$ cat src/rtl/sm83_pkg.sv
// Shared types for the SM83 instruction fetch unit.
package sm83_pkg;

    typedef logic [15:0] addr_t;
    typedef logic [7:0]  data_t;
    typedef logic [7:0]  instr_t;

    // Fetch sequencer states: opcode, CB suffix, immediate bytes, present to decoder
    typedef enum logic [2:0] {
        S_OP,
        S_CB,
        S_IMM_LO,
        S_IMM_HI,
        S_HOLD
    } fetch_state_t;

    // Total instruction length in bytes (opcode plus immediate)
    typedef enum logic [1:0] {
        LEN_1,
        LEN_2,
        LEN_3
    } oplen_t;

endpackage

$ cat src/rtl/sm83_oplen.sv
// Opcode length and illegal-opcode lookup for the unprefixed SM83 opcode map.
module sm83_oplen
    import sm83_pkg::*;
(
    input  instr_t opcode,
    output oplen_t oplen,
    output logic   illegal
);

    // Length lookup: anything not listed (including illegal opcodes) is a single byte
    always_comb begin
        oplen = LEN_1;
        case (opcode)
            8'h06, 8'h0E, 8'h16, 8'h1E, 8'h26, 8'h2E, 8'h36, 8'h3E,
            8'h10,
            8'h18, 8'h20, 8'h28, 8'h30, 8'h38,
            8'hC6, 8'hCE, 8'hD6, 8'hDE, 8'hE6, 8'hEE, 8'hF6, 8'hFE,
            8'hE0, 8'hF0, 8'hE8, 8'hF8:
                oplen = LEN_2;
            8'h01, 8'h11, 8'h21, 8'h31,
            8'h08,
            8'hC2, 8'hC3, 8'hCA, 8'hD2, 8'hDA,
            8'hC4, 8'hCC, 8'hCD, 8'hD4, 8'hDC,
            8'hEA, 8'hFA:
                oplen = LEN_3;
            default:
                oplen = LEN_1;
        endcase
    end

    // Holes in the opcode map
    always_comb begin
        illegal = 1'b0;
        case (opcode)
            8'hD3, 8'hDB, 8'hDD, 8'hE3, 8'hE4, 8'hEB,
            8'hEC, 8'hED, 8'hF4, 8'hFC, 8'hFD:
                illegal = 1'b1;
            default:
                illegal = 1'b0;
        endcase
    end

endmodule

$ cat src/rtl/sm83_fetch.sv
// SM83 instruction fetch: reads opcode, optional CB suffix and immediate bytes
// one at a time from a byte bus and presents whole instructions to the decoder.
module sm83_fetch
    import sm83_pkg::*;
#(
    parameter addr_t RESET_PC = 16'h0000
) (
    input  logic   clk,
    input  logic   rst_n,
    output logic   mem_req,
    output addr_t  mem_addr,
    input  logic   mem_ack,
    input  data_t  mem_rdata,
    output logic   instr_valid,
    input  logic   instr_ready,
    output instr_t instr,
    output logic   is_cb,
    output addr_t  imm,
    output addr_t  instr_pc,
    output logic   illegal,
    input  logic   redirect_valid,
    input  addr_t  redirect_pc
);

    fetch_state_t state_reg;
    addr_t        pc_reg;
    instr_t       instr_reg;
    logic         is_cb_reg;
    addr_t        imm_reg;
    addr_t        instr_pc_reg;
    logic         illegal_reg;
    oplen_t       len_reg;
    logic         mem_req_reg;
    logic         instr_valid_reg;

    oplen_t       op_len;
    logic         op_illegal;

    // Classify the byte on the bus; only used when it is an opcode byte
    sm83_oplen u_oplen (
        .opcode  (mem_rdata),
        .oplen   (op_len),
        .illegal (op_illegal)
    );

    // Fetch sequencer; a redirect overrides everything, including a coincident ack
    // or handshake, and abandons any request still in flight
    always_ff @(posedge clk or negedge rst_n) begin
        if (!rst_n) begin
            state_reg       <= S_OP;
            pc_reg          <= RESET_PC;
            instr_reg       <= 8'h00;
            is_cb_reg       <= 1'b0;
            imm_reg         <= 16'h0000;
            instr_pc_reg    <= RESET_PC;
            illegal_reg     <= 1'b0;
            len_reg         <= LEN_1;
            mem_req_reg     <= 1'b1;
            instr_valid_reg <= 1'b0;
        end else if (redirect_valid) begin
            state_reg       <= S_OP;
            pc_reg          <= redirect_pc;
            is_cb_reg       <= 1'b0;
            mem_req_reg     <= 1'b1;
            instr_valid_reg <= 1'b0;
        end else begin
            case (state_reg)
                S_OP: begin
                    if (mem_ack) begin
                        pc_reg       <= pc_reg + 16'd1;
                        instr_reg    <= mem_rdata;
                        is_cb_reg    <= 1'b0;
                        imm_reg      <= 16'h0000;
                        instr_pc_reg <= pc_reg;
                        illegal_reg  <= op_illegal;
                        len_reg      <= op_len;
                        if (mem_rdata == 8'hCB) begin
                            state_reg <= S_CB;
                        end else if (op_len == LEN_1) begin
                            state_reg       <= S_HOLD;
                            mem_req_reg     <= 1'b0;
                            instr_valid_reg <= 1'b1;
                        end else begin
                            state_reg <= S_IMM_LO;
                        end
                    end
                end
                S_CB: begin
                    if (mem_ack) begin
                        pc_reg          <= pc_reg + 16'd1;
                        instr_reg       <= mem_rdata;
                        is_cb_reg       <= 1'b1;
                        state_reg       <= S_HOLD;
                        mem_req_reg     <= 1'b0;
                        instr_valid_reg <= 1'b1;
                    end
                end
                S_IMM_LO: begin
                    if (mem_ack) begin
                        pc_reg        <= pc_reg + 16'd1;
                        imm_reg[7:0]  <= mem_rdata;
                        if (len_reg == LEN_3) begin
                            state_reg <= S_IMM_HI;
                        end else begin
                            state_reg       <= S_HOLD;
                            mem_req_reg     <= 1'b0;
                            instr_valid_reg <= 1'b1;
                        end
                    end
                end
                S_IMM_HI: begin
                    if (mem_ack) begin
                        pc_reg          <= pc_reg + 16'd1;
                        imm_reg[15:8]   <= mem_rdata;
                        state_reg       <= S_HOLD;
                        mem_req_reg     <= 1'b0;
                        instr_valid_reg <= 1'b1;
                    end
                end
                S_HOLD: begin
                    if (instr_ready) begin
                        state_reg       <= S_OP;
                        mem_req_reg     <= 1'b1;
                        instr_valid_reg <= 1'b0;
                    end
                end
                default: begin
                    state_reg       <= S_OP;
                    mem_req_reg     <= 1'b1;
                    instr_valid_reg <= 1'b0;
                end
            endcase
        end
    end

    assign mem_req     = mem_req_reg;
    assign mem_addr    = pc_reg;
    assign instr_valid = instr_valid_reg;
    assign instr       = instr_reg;
    assign is_cb       = is_cb_reg;
    assign imm         = imm_reg;
    assign instr_pc    = instr_pc_reg;
    assign illegal     = illegal_reg;

endmodule

$ cat config.mk
export PLATFORM = sky130hd
export DESIGN_NAME = sm83_fetch
export DESIGN_NICKNAME = d
export VERILOG_FILES = /design/src/rtl/sm83_pkg.sv /design/src/rtl/sm83_oplen.sv /design/src/rtl/sm83_fetch.sv
export SDC_FILE = /design/constraint.sdc
export NUM_CORES = 1
export LEC_CHECK = 0
export ABC_CLOCK_PERIOD_IN_PS = 2600
export CAP_MARGIN = 20
export CORE_MARGIN = 4
export CORE_UTILIZATION = 51
export CTS_CLUSTER_SIZE = 30
export DETAILED_ROUTE_END_ITERATION = 10
export GPL_ROUTABILITY_DRIVEN = 0
export PLACE_DENSITY = 0.95
export SLEW_MARGIN = 10
export SYNTH_ARGS = -nofsm -noshare
export SYNTH_HDL_FRONTEND = slang
export SYNTH_SLANG_ARGS = --single-unit
$ cat constraint.sdc
create_clock -name clk -period 2.6 [get_ports clk]
set_input_delay 0.26 -clock clk [delete_from_list [all_inputs] [get_ports clk]]
set_output_delay 0.26 -clock clk [all_outputs]
set_load 0.02 [all_outputs]
# Word-level counts from Yosys, hierarchy flattened

Cells that the tools add are included.
W data, S select, Z words.

Bits in registers: 65
Output and inout port bits: 60
Logic and storage cells: 143

Bitwise operators: 1
Muxes and demuxes: 38
Reductions and logical operators: 21
Add/sub/neg operators: 1
Eq/ne operators: 71

Operator list:

| operator                | number |
|---|---|
| $eq A8 B8 Y1 const B    | 36 |
| $eq A8 B6 Y1 const B    | 10 |
| $mux W16                | 4 |
| $eq A8 B5 Y1 const B    | 5 |
| $pmux W8 S2             | 2 |
| $reduce_or A26 Y1       | 1 |
| $mux W3                 | 8 |
| $ne A3 B3 Y1 const B    | 7 |
| $mux W1                 | 18 |
| $reduce_or A17 Y1       | 1 |
| $add A16 B1 Y16 const B | 1 |
| $eq A8 B4 Y1 const B    | 2 |
| $pmux W3 S4             | 1 |
| $reduce_and A4 Y1       | 3 |
| $reduce_or A11 Y1       | 1 |
| $reduce_and A3 Y1       | 3 |
| $eq A8 B1 Y1 const B    | 1 |
| $eq A8 B3 Y1 const B    | 1 |
| $mux W8                 | 1 |
| $pmux W1 S4             | 2 |
| $reduce_bool A2 Y1      | 4 |
| $reduce_and A7 Y1       | 1 |
| $eq A3 B2 Y1 const B    | 2 |
| $ne A2 B2 Y1 const B    | 3 |
| other kinds (13)        | 14 |

# Logic depth before layout (Yosys ltp)

Gate-level depths: netlist (run 1).

Word-level depth: 9
Mapped depth: 8
Mapped depth without buffers: 6

# Modules after synthesis

Synthesis (run 1) repeated with hierarchy kept, for this count alone.

Cell total of the unflattened synthesis: 306
Area total of the unflattened synthesis: 3119.2 µm²

Modules (own cells, without submodules):

| module     | times used | area an instance (µm²) | sequential area each (µm²) | cells an instance |
|---|---|---|---|---|
| sm83_fetch | 1          | 2907.8                 | 1627.8                     | 277 |
| sm83_oplen | 1          | 211.5                  | 0.0                        | 29 |

# Worst setup path after synthesis (run 1)

OpenSTA, ideal clock, no wires.

Kind: in2reg
From: in mem_rdata[7]
To: reg instr_valid_reg (netlist: instr_valid)
Setup slack: 0.967 ns
Stages: 6
Arrival: 1.509 ns
Library setup time: 0.124 ns
Data required time: 2.476 ns
Cell sequence: nor4_1 > nor2b_1 > o21ai_0 > a2bb2oi_2 > nor3_2 > o31a_1

Longest elaborated chain between the ends: 6
Elaborated cells between the ends (all ways): 51
Those cells by class: 46 x eq/ne; 1 x mux; 4 x reduce/logical

Ends and longest elaborated chain:

| element                                                       | RTL line          | RTL |
|---|---|---|
| start, declared                                               | sm83_fetch.sv:13  | `input data_t mem_rdata,` |
| $eq A8 B3 Y1 (tied with other cells)                          | sm83_oplen.sv:13  | `case (opcode)` |
| $reduce_or A26 Y1 / $reduce_or A17 Y1 (equally long branches) | sm83_oplen.sv:13  |  |
| $pmux W2 S2                                                   | sm83_oplen.sv:13  |  |
| $logic_not A2 Y1                                              | sm83_fetch.sv:79  | `end else if (op_len == LEN_1) begin` |
| $ne A3 B3 Y1 (no line)                                        | n/a               |  |
| $reduce_and A7 Y1 (no line) *                                 | n/a               |  |
| end signal, assigned                                          | sm83_fetch.sv:82  | `instr_valid_reg <= 1'b1;` |
| end signal, assigned                                          | sm83_fetch.sv:95  | `instr_valid_reg <= 1'b1;` |
| end signal, assigned                                          | sm83_fetch.sv:107 | `instr_valid_reg <= 1'b1;` |
| end, declared                                                 | sm83_fetch.sv:34  | `logic instr_valid_reg;` |

Mark *: on every way between the ends. The rest lies on a longest branch, timed or not.
A chain may end at the register's enable or synchronous reset.

# Worst setup path after layout (run 1)

From: in mem_rdata[6]
To: reg instr_valid_reg (netlist: instr_valid)

Same word-level chain as after synthesis.

==> flow_summary.ini, run 1 <==
[clocking]
clockBufferDepth = 2
cts_buffers = 9
clkLatencyLatePin_ps = 340
cts_tree = built
cts-root-buf = clkbuf_8
post_cts_resized = 0
cts.sinks = 65
cts_htree_levels = 3
clk_pin_slew_ps = 70

[die]
core_area_um2 = 5642
ios = 89
rows = 27
dieArea_um2 = 7245
fp.dieW_um = 85.12
fp.dieH_um = 85.12
start_util = 0.5376

[critical_path]
worstSetupEndpointType = flop
critical_path.max_fanout = 7
rr_worst_depth = 6
worstPathRequired_ps = 2830
critPathLaunchType = input pin
worstReg2RegEnd = mem_addr[13]$_DFFE_PN0P_
worstSetupPathType = input pin to flop
ff2ff_setup_slack_ps = 590
r2r_start = state_reg[2]$_DFFE_PN0P_
critPathArrivalTime_ps = 2360

[timing]
clock_skew_ps = 8.951
tns_ps = 0
finalCriticalPeriod_ps = 2130
finalSetupViolations = 0
grt_setup_unrepaired = no
hold_viol_final = 0
maxSlewHeadroom = 0.4377
post-route-period-util = 0.8191
fmax_mhz = 469.6
tightestPinTransition_ps = 839.6
slew_viol_final = 0

[synth]
synth_cell_type_count = 45
ys_seq_area_frac = 0.5367
synth_top_area_frac = 0.5281
syn_nets = 323
synthFlopType = dfrtp_1
synth_seq_cells = 65
synth.avg_cell_area_um2 = 10.35
synth_edf_count = 0
yosys_warnings = 0
netlist_area_um2 = 3033
synth_top_area_cell = dfrtp_1
synth_cells = 293
synth_async_sr_flop_share = 1.000
synthTopCellsByArea = dfrtp_1, mux2_2, nand2_1

[global_routing]
grt_max_degree = 40
grt_antenna_before_repair = 0
track_usage = 0.2253
first_global_vias = 2596
grt_overflow = 0
grt_pass1_wl_um = 12900

[layout]
drive_gt1_frac = 0.1308
diodes = 0
multi_input_area_um2 = 1308
register_area_um2 = 1628
nNetsFinal = 417
instances_no_fill = 462
syn_to_final_growth_pct = 36.84
fillers = 350

[drt]
drt_first_pass_iters = 4
viasPerCell = 5.600
num_vias = 2587
drcViolationCount = 0
routed_wl_um = 7904
ant_nets = 0
drt_iter0_drc = 361
wire_per_inst_um = 17.11

[pwr]
max-vdd-ir-drop_uv = 433.4
power_density_nw_per_um2 = 689.4
leakage_uw = 0.001750
total_power_uw = 2861

[hold_path]
hold_depth = 2
hold_class = flop to flop
hold_start = mem_req$_DFFE_PN1P_
min_to = mem_req$_DFFE_PN1P_

[place]
dp_hpwl_um = 5675
portBuffers = 88
placed_cells = 447

[job]
max_cap_violations = 0

[outcome]
status = complete, no violations
[critical path: stages]
cell             delay (ps)
clkdlybuf4s50_1         540
nor4_1                  410
nor2b_1                 350
o21ai_0                 180
a2bb2oi_2               260
nor3_2                   80
o31a_1                  270
[placed cells by master (no fill, tap or decap), types with 2 or more instances in the layout]
cell type	n
clkbuf_8	9
a21oi_1	8
a22o_1	8
nand3_1	7
clkdlybuf4s50_1	87
nor2b_1	5
and2_1	2
mux2i_1	2
nor2_1	17
xor2_1	8
clkbuf_1	4
xnor2_1	7
nand2b_1	2
o21ai_0	25
a31oi_1	4
buf_4	8
nand4_1	3
o21ai_1	6
dfrtp_1	64
nand3b_1	2
nand2_1	54
or3_1	2
nor3_1	5
mux2_2	23
inv_1	4
[power by group]
| part | switching (uW) | total, uW | leakage, uW | internal, uW |
|---|---|---|---|---|
| logic | 437 | 885 | 0.000852 | 449 |
| registers | 119 | 1290 | 0.000825 | 1170 |
| clock network | 348 | 684 | 0.0000733 | 335 |
| total | 904 | 2860 | 0.00175 | 1960 |
[synthesized netlist by cell type (2+ instances only)]
library cell,instances
dfrtp_1,64
nand2_1,54
o21ai_0,25
mux2_2,23
nor2_1,17
a21oi_1,8
a22o_1,8
clkbuf_1,8
xor2_1,8
nand3_1,7
xnor2_1,7
o21ai_1,6
nor2b_1,5
nor3_1,5
a31oi_1,4
inv_1,4
buf_2,3
nand4_1,3
and2_1,2
buf_4,2
buf_6,2
mux2i_1,2
nand2b_1,2
nand3b_1,2
or3_1,2
[how the worst max path moves through the flow]
| stage | from | end | slack (ps) | cells past startpoint |
|---|---|---|---|---|
| floorplan | mem_rdata[7] | instr_valid$_DFFE_PN0P_ | 970 | 6 |
| global placement | mem_rdata[2] | instr_valid$_DFFE_PN0P_ | 310 | 7 |
| detailed placement | mem_rdata[6] | instr_valid$_DFFE_PN0P_ | 160 | 7 |
| CTS | mem_rdata[6] | instr_valid$_DFFE_PN0P_ | 520 | 7 |
| global route | mem_rdata[2] | instr_valid$_DFFE_PN0P_ | 420 | 7 |
| finish | mem_rdata[6] | instr_valid$_DFFE_PN0P_ | 470 | 7 |
[layout make-up]
class                           count  share of cell area
Clock buffer                       13             0.03346
Clock inverter                      1            0.001206
Inverter                            4            0.003618
Multi-Input combinational cell    209              0.3150
Sequential cell                    65              0.3922
Tap cell                           72             0.02171
Timing Repair Buffer               98              0.2327
[stage by stage]
step | cell area [um2] | setup WS, ps | hold WS, ps | utilization
3_5_place_dp | 3996 | 163.4 | 304.3 | 0.7084
2_1_floorplan | 3033 | 967.1 | -35.59 | -
3_3_place_gp | 3996 | 312.5 | 297.8 | 0.7084
5_1_grt | 4150 | 422.2 | 490.5 | 0.7356
6_report | 4150 | 470.3 | 475.7 | 0.7356
4_1_cts | 4150 | 515.7 | 475.4 | 0.7356
[layer usage]
| layer | part of all wire | GRT usage | vias to the layer above |
|---|---|---|---|
| li1 | - | - | 1211 |
| met1 | 0.41 | 0.2901 | 1241 |
| met2 | 0.51 | 0.3686 | 112 |
| met3 | 0.055 | 0.04272 | 23 |
| met4 | 0.029 | 0.1022 | 0 |
| met5 | 0 | 0 | - |
[repair_timing]
item                      4_1_cts  5_1_grt
hold endpoints to repair       26        0
setup buffers                   0        0
hold buffers                    1        0
[kinds of logic (layout without fill, tap and decap cells)]
| logic type | Yosys count | after routing | synth area share |
|---|---|---|---|
| AO/OA/AOI/OAI | 59 | 59 | 0.1238 |
| XOR/XNOR | 15 | 15 | 0.04332 |
| adder cells (fa/ha/maj) | 1 | 1 | 0.004125 |
| buffers and inverters | 19 | 116 | 0.03217 |
| flip-flops | 65 | 65 | 0.5367 |
| multiplexers | 25 | 25 | 0.09200 |
| AND/OR/NAND/NOR | 109 | 109 | 0.1679 |
Note: power is estimated with default switching activity, not from simulation.
==> run 2: changes to the inputs <==
--- a/config.mk
+++ b/config.mk
@@ -5,14 +5,14 @@
 export SDC_FILE = /design/constraint.sdc
 export NUM_CORES = 1
 export LEC_CHECK = 0
-export ABC_CLOCK_PERIOD_IN_PS = 2600
+export ABC_CLOCK_PERIOD_IN_PS = 2200
 export CAP_MARGIN = 20
 export CORE_MARGIN = 4
-export CORE_UTILIZATION = 51
+export CORE_UTILIZATION = 47
 export CTS_CLUSTER_SIZE = 30
 export DETAILED_ROUTE_END_ITERATION = 10
 export GPL_ROUTABILITY_DRIVEN = 0
-export PLACE_DENSITY = 0.95
+export PLACE_DENSITY = 0.9
 export SLEW_MARGIN = 10
 export SYNTH_ARGS = -nofsm -noshare
 export SYNTH_HDL_FRONTEND = slang
==> constraint.sdc (replaced) <==
create_clock -name clk -period 2.2 [get_ports clk]
set_input_delay 0.22 -clock clk [delete_from_list [all_inputs] [get_ports clk]]
set_output_delay 0.22 -clock clk [all_outputs]
set_load 0.02 [all_outputs]
==> flow_summary.ini, run 2 (synthesized netlist as in run 1, its figures left out) <==
[timing]
fin_ws_ps = 164.5
post-route-period-util = 0.9252
fmax_mhz = 491.3
maxSlewHeadroom = 0.6058
tns_ps = 0
finalCriticalPeriod_ps = 2036
grt_setup_unrepaired = no
slew_viol_final = 0
tightestPinTransition_ps = 591.3
finalSetupViolations = 0
clock_skew_ps = 11.38
hold_viol_final = 0

[die]
fp.dieH_um = 88.33
ios = 89
start_util = 0.4804
fp.dieW_um = 88.33
rows = 29
core_area_um2 = 6314
dieArea_um2 = 7802

[layout]
drive_gt1_frac = 0.1728
syn_to_final_growth_pct = 42.70
multi_input_area_um2 = 1308
register_area_um2 = 1628
nNetsFinal = 430
diodes = 0
layout_common_cells = clkdlybuf4s50_1, dfrtp_1, nand2_1
layout_commonest_cell = clkdlybuf4s50_1
fillers = 478

[pwr]
power_density_nw_per_um2 = 855.3
p_switching_uw = 1134
p_int_uw = 2568
max-vdd-ir-drop_uv = 484.0
pwr-share-seq = 0.412
leakage_uw = 0.001844
combPwrFrac = 0.288
p_clk_frac = 0.300
p_sw_frac = 0.3063

[critical_path]
worstSetupPathType = input pin to flop
worstPathRequired_ps = 2410
worstSetupEndpointType = flop
critPathArrivalTime_ps = 2250
critPathLaunchType = input pin
critical_path.max_fanout = 6

[drt]
drcViolationCount = 0
routed_wl_um = 8153
num_vias = 2622
drt_first_pass_iters = 4
wire_per_inst_um = 16.91
ant_nets = 0
viasPerCell = 5.440
drt_iter0_drc = 191

[global_routing]
grt_overflow = 0
first_global_vias = 2723
grt_antenna_before_repair = 0
track_usage = 0.2218
grt_max_degree = 41
grt_pass1_wl_um = 13340

[place]
portBuffers = 88
pre_cts_ws_ps = -123.3
dp_hpwl_um = 5972

[clocking]
clockBufferDepth = 2
post_cts_resized = 0
clk_pin_slew_ps = 70
clkLatencyLatePin_ps = 340
cts.sinks = 65
cts_buffers = 9
cts-root-buf = clkbuf_8
post-cts-setup-buffer-count = 0
cts_tree = built
cts_htree_levels = 3

[job]
max_cap_violations = 0

[hold_path]
hold_class = input pin to asynchronous set/reset pin

[outcome]
status = complete, no violations
[run 2: cell count changes in the layout (fill, tap and decap cells not counted)]
| cell | previous run | this run |
|---|---|---|
| clkinvlp_4 | 0 | 2 |
| inv_6 | 0 | 1 |
| buf_4 | 8 | 21 |
| clkinv_2 | 1 | 2 |
| clkbuf_1 | 4 | 0 |
| bufinv_16 | 0 | 2 |
[run 2: worst paths after layout]
| check | start | to | slack (ps) | depth (start not counted) |
|---|---|---|---|---|
| worst max-delay path | mem_rdata[2] | instr_valid$_DFFE_PN0P_ | 160 | 7 |
| worst min-delay path | rst_n | imm[7]$_DFFE_PN0P_ | 420 | 2 |
| worst max register to register | state_reg[2]$_DFFE_PN0P_ | mem_addr[15]$_DFFE_PN0P_ | 220 | 6 |
| worst min register to register | mem_req$_DFFE_PN1P_ | mem_req$_DFFE_PN1P_ | 470 | 2 |
| max in group asynchronous | rst_n | instr[0]$_DFFE_PN0P_ | 1150 | 3 |
| min in group clk | redirect_pc[12] | mem_addr[12]$_DFFE_PN0P_ | 430 | 3 |
[run 2: metrics by stage]
step	instances	area, um2	utilization	hold WS, ps	power [uW]
floorplan	293	3033	-	-75.59	2042
global placement	465	4100	0.6494	247.4	2569
detailed placement	465	4100	0.6494	256.6	2613
CTS	482	4328	0.6855	422.3	3724
global route	482	4328	0.6855	449.6	3877
finish	482	4328	0.6855	424.0	3702
[run 2: area by class of cell]
cell class                 instances  share of cell area
tap                               77             0.02226
clock buffer                       9             0.02862
inverter                           4            0.003469
sequential                        65              0.3761
multi-input combinational        209              0.3021
timing repair buffer             111              0.2457
clock inverter                     7             0.02168
[run 2: what timing repair did]
item,4_1_cts,5_1_grt
endpoints found under the setup margin,0,0
endpoints found under the hold margin,24,0
hold buffers,1,0
[run 2: worst max-delay path, cell delays in order]
cell and delay [ps]:
clkdlybuf4s50_1 510, nor4_1 430, nor2b_1 320, o21ai_0 170, a2bb2oi_2 230, nor3_2 80, o31a_1 290
[run 2: power groups by stage]
stage          registers (uW)  clock network (uW)  logic, uW
2_1_floorplan            1740                   0        298
3_3_place_gp             1530                   0       1040
3_5_place_dp             1550                   0       1070
4_1_cts                  1530                1120       1080
5_1_grt                  1550                1180       1140
6_report                 1530                1110       1070
[run 2: metal layers]
layer  GRT usage  wire length (um)
met1      0.2838              3371
met2      0.3637              4163
met3     0.03911               361
met4      0.1099               256
met5           0                 0
